--- src/rtl/moving_sum_inverse.sv ---
// moving_sum_inverse
//   Rebuilds the original signed sample stream from a running sum of the
//   last DEPTH samples: x[n] = s[n] - s[n-1] + x[n-DEPTH]. A DEPTH-entry
//   history buffer holds the last DEPTH reconstructed samples. Every
//   register resets to zero, which matches the sender's reset state, so
//   the first sum after reset reconstructs correctly with no warm-up.
//
// Ports
//   system1000      clock, rising edge
//   system1000_rst  synchronous active-high reset
//   clear           synchronous state clear (keeps sync_err and out_sample)
//   in_valid        in_sum carries a new running-sum sample
//   in_sum          signed running sum s[n], SUM_WIDTH bits
//   out_valid       out_sample carries a reconstructed sample
//   out_sample      signed reconstructed sample x[n], WIDTH bits
//   sync_err        sticky: a reconstruction left the WIDTH signed range
//
// Handshake: in_valid and out_valid are single-cycle strobes with no ready.
//   Every in_valid cycle (outside reset/clear) is accepted and produces
//   exactly one out_valid pulse on the next cycle; the downstream must
//   accept every pulse. out_sample holds its value while out_valid is low.

module moving_sum_inverse #(
  parameter int WIDTH     = 8,
  parameter int DEPTH     = 4,
  parameter int SUM_WIDTH = WIDTH + $clog2(DEPTH)
) (
  input  logic                 system1000,
  input  logic                 system1000_rst,
  input  logic                 clear,
  input  logic                 in_valid,
  input  logic [SUM_WIDTH-1:0] in_sum,
  output logic                 out_valid,
  output logic [WIDTH-1:0]     out_sample,
  output logic                 sync_err
);

  localparam int PTR_W = $clog2(DEPTH);

  logic [SUM_WIDTH-1:0] s_prev;
  logic [PTR_W-1:0]     ptr;
  logic [WIDTH-1:0]     hist [DEPTH];

  logic [WIDTH-1:0]     h;
  logic [SUM_WIDTH:0]   d;
  logic [SUM_WIDTH+1:0] x;
  logic                 out_of_range;

  // Oldest sample in the window; slot is overwritten by the new one.
  assign h = hist[ptr];

  // Difference at SUM_WIDTH+1 bits and sum at SUM_WIDTH+2 bits so that no
  // intermediate overflow can hide a misalignment.
  assign d = {in_sum[SUM_WIDTH-1], in_sum} - {s_prev[SUM_WIDTH-1], s_prev};
  assign x = {d[SUM_WIDTH], d} + {{(SUM_WIDTH+2-WIDTH){h[WIDTH-1]}}, h};

  // x fits in WIDTH signed bits exactly when its bits from the WIDTH-1 sign
  // position upward are all equal.
  assign out_of_range = ~((&x[SUM_WIDTH+1:WIDTH-1]) | ~(|x[SUM_WIDTH+1:WIDTH-1]));

  always_ff @(posedge system1000) begin
    if (system1000_rst) begin
      s_prev     <= '0;
      ptr        <= '0;
      out_valid  <= 1'b0;
      out_sample <= '0;
      sync_err   <= 1'b0;
      for (int i = 0; i < DEPTH; i++) hist[i] <= '0;
    end else if (clear) begin
      s_prev    <= '0;
      ptr       <= '0;
      out_valid <= 1'b0;
      for (int i = 0; i < DEPTH; i++) hist[i] <= '0;
    end else begin
      out_valid <= in_valid;
      if (in_valid) begin
        hist[ptr]  <= x[WIDTH-1:0];
        s_prev     <= in_sum;
        ptr        <= ptr + PTR_W'(1);   // DEPTH is a power of two: wraps naturally
        out_sample <= x[WIDTH-1:0];
        if (out_of_range) sync_err <= 1'b1;
      end
    end
  end

endmodule

--- config.mk ---
export PLATFORM = sky130hd
export DESIGN_NAME = moving_sum_inverse
export DESIGN_NICKNAME = d
export VERILOG_FILES = /design/src/rtl/moving_sum_inverse.sv
export SDC_FILE = /design/constraint.sdc
export NUM_CORES = 1
export LEC_CHECK = 0
export ABC_AREA = 1
export CAP_MARGIN = 10
export CORE_MARGIN = 5
export CORE_UTILIZATION = 56
export DETAILED_ROUTE_END_ITERATION = 10
export MAX_ROUTING_LAYER = met4
export PLACE_DENSITY = 0.82
export SETUP_SLACK_MARGIN = 0.4
export SYNTH_ARGS = -nofsm -noshare
export SYNTH_HDL_FRONTEND = slang
export SYNTH_SLANG_ARGS = --single-unit
--- constraint.sdc ---
create_clock -name system1000 -period 5.2 [get_ports system1000]
set_clock_uncertainty 0.05 [all_clocks]
set_input_delay 1.04 -clock system1000 [delete_from_list [all_inputs] [get_ports system1000]]
set_output_delay 1.04 -clock system1000 [all_outputs]
set_load 0.05 [all_outputs]
==> flow_summary.toml <==
[global_route]
antenna_found_initial = 0
grt_util_all_layers_pct = 20.8
overflow = 0
grt_pass1_vias = 2592
grt_max_degree = 21
grt_pass1_wl_mm = 11.9

[die]
start_util_pct = 58.4
die_y_um = 86.2
fp.coreArea_um2 = 5570
die_area_um2 = 7430
pin_count = 24
die_w_um = 86.2
rows = 27

[synth]
avgSynthCellArea_um2 = 8.41
synth_top_area_cell = "edfxtp_1"
yosysWarnings = 0
synthTopCellsByArea = "edfxtp_1, dfxtp_1, nand2_1"
synth_fp_nets = 427
syn_area_um2 = 3250
ys_types = 25
synth.top_cell.area_share_pct = 29.5
synth-seq-cells = 56
yosysSeqAreaShare_pct = 44.3
synth_cells = 387

[power]
p_comb_share_pct = 40.3
p_int_mw = 0.765
powerDensity_nw_per_um2 = 354
p_seq_share_pct = 40.0
ir_worst_vdd_mv = 0.242
power_leakage_nw = 1.68
p_sw_mw = 0.513
clkPwrFrac_pct = 19.7
total_power_mw = 1.28
sw_frac_of_total_pct = 40.1

[cells_and_area]
final_util_pct = 64.8
final_cell_mix = "nand2_1, inv_1, nor2_1"
drive_above_1_share_pct = 6.13
final_common_cell = "nand2_1"
final_area_um2 = 3610
nets = 447
syn_to_final_growth_pct = 11.0
antenna_cells = 0

[clock_network]
post_cts_buffers = 0
clock_path_buffers = 2
cts.reportedPaths.clkPinSlew_ps = 110
cts_tree = "done"
cts_buffers = 5
cts_max_level = 2
cts_resized = 0
cts_root_buffer = "clkbuf_8"
hold_buffers = 0
cts.sinks = 56
clock_latency_ps = 310

[setup_path]
crit_type = "reg -> reg"
cp_max_fo = 17
start_kind = "register"
worstPathRequired_ps = 5340
rr_worst_depth = 16
critPathCaptureType = "register"
cp.arrival_ps = 3830

[outcome]
outcome = "finished clean"

[job]
maxCapViolCount = 0

[timing]
finalMaxSlewViolations = 0
hold_viol = 0
fin_setup_tns_ps = 0
max_freq_mhz = 272
fin_ws_ps = 1520
min_period_ps = 3680
slew_headroom_pct = 55.1
finalCritPeriodShare_pct = 70.8
setup_viol = 0
rsz0062_at_grt = "no"
worstMarginPinSlew_ps = 672

[placed_design]
numPortBuffers = 23
placed_area_um2 = 3510
place.gp.congestion = 0.893
hpwl_mm = 5.31
preCtsSetupSlack_ps = 1290

[route]
firstDrtPassIters = 4
drtIter0Drc = 183
wl_mm = 7.05
drt-vias-per-instance = 5.32
vias = 2554
wl_per_cell_um = 14.7
ant_nets = 0
drc = 0

[min_path]
min_path_cells = 2
hold_start = "sync_err"
holdCritPathClass = "reg -> reg"
## per-stage QoR
stage	cells	hold WS (ps)
floorplan	387	392
global placement	472	402
detailed placement	472	410
CTS	480	425
global route	480	432
finish	480	423
## cell families (layout without fill, tap and decap cells)
group / count (synthesis) / after routing / share of synthesized area [%]
AND/OR/NAND/NOR: 166 / 166 / 21.7
buffers and inverters: 79 / 100 / 9.77
flip-flops: 56 / 56 / 44.3
AO/OA/AOI/OAI: 55 / 55 / 10.5
adder cells (fa/ha/maj): 26 / 26 / 12.3
XOR/XNOR: 5 / 5 / 1.35
## power by group through the flow
stage	Clock, mW	Sequential (mW)	Combinational, mW
after floorplan	0	0.543	0.359
after global placement	0	0.520	0.497
after detailed placement	0	0.521	0.511
after CTS	0.256	0.511	0.514
after global routing	0.277	0.514	0.581
final	0.252	0.511	0.515
## registers in the layout, indices dropped and copies added, names as in the netlist, named ones only
signal and count:
hist 32, out_sample 8, out_valid 1, ptr 2, s_prev 10, sync_err 1
## synth_stat cells (all sizes together)
| master | n |
|---|---|
| nand4 | 5 |
| a32o | 8 |
| a211oi | 2 |
| ha | 16 |
| edfxtp | 32 |
| inv | 69 |
| a211o | 4 |
| buf | 1 |
| nand3 | 15 |
| and2 | 1 |
| o21ai | 13 |
| clkbuf | 9 |
| a21oi | 28 |
| dfxtp | 24 |
| xor2 | 5 |
| nor2 | 57 |
| fa | 10 |
| nand2 | 88 |
## routing by layer
layer	track usage, %	routed length, um	vias up
li1	-	-	1276
met1	25.2	2940	1191
met2	35.7	3630	75
met3	3.90	375	12
met4	5.81	99	0
met5	-	0	-
## worst paths after layout
check	end	slack (ps)
hold reg to reg	sync_err	420
hold / removal	sync_err	420
setup / recovery	sync_err	1520
setup reg to reg	sync_err	1520
## critical path, cell delays in order (launching register included)
cell	delay, ps
dfxtp_1	710
inv_1	410
nand2_1	160
a32o_1	300
fa_1	450
inv_1	90
ha_1	300
nand2_1	120
inv_1	40
a21oi_1	280
nand3_1	150
nand2_1	80
nand2_1	50
nor2_1	120
nand3_2	90
nand3_2	80
a21oi_2	50
## final cells by class
type	instances	area (um^2)
Clock buffer	5	68.8
Clock inverter	3	27.5
Fill cell	456	1960
Inverter	69	259
Multi-Input combinational cell	252	1490
Sequential cell	56	1440
Tap cell	72	90.1
Timing Repair Buffer	23	230
(Power assumes the default switching activity.)
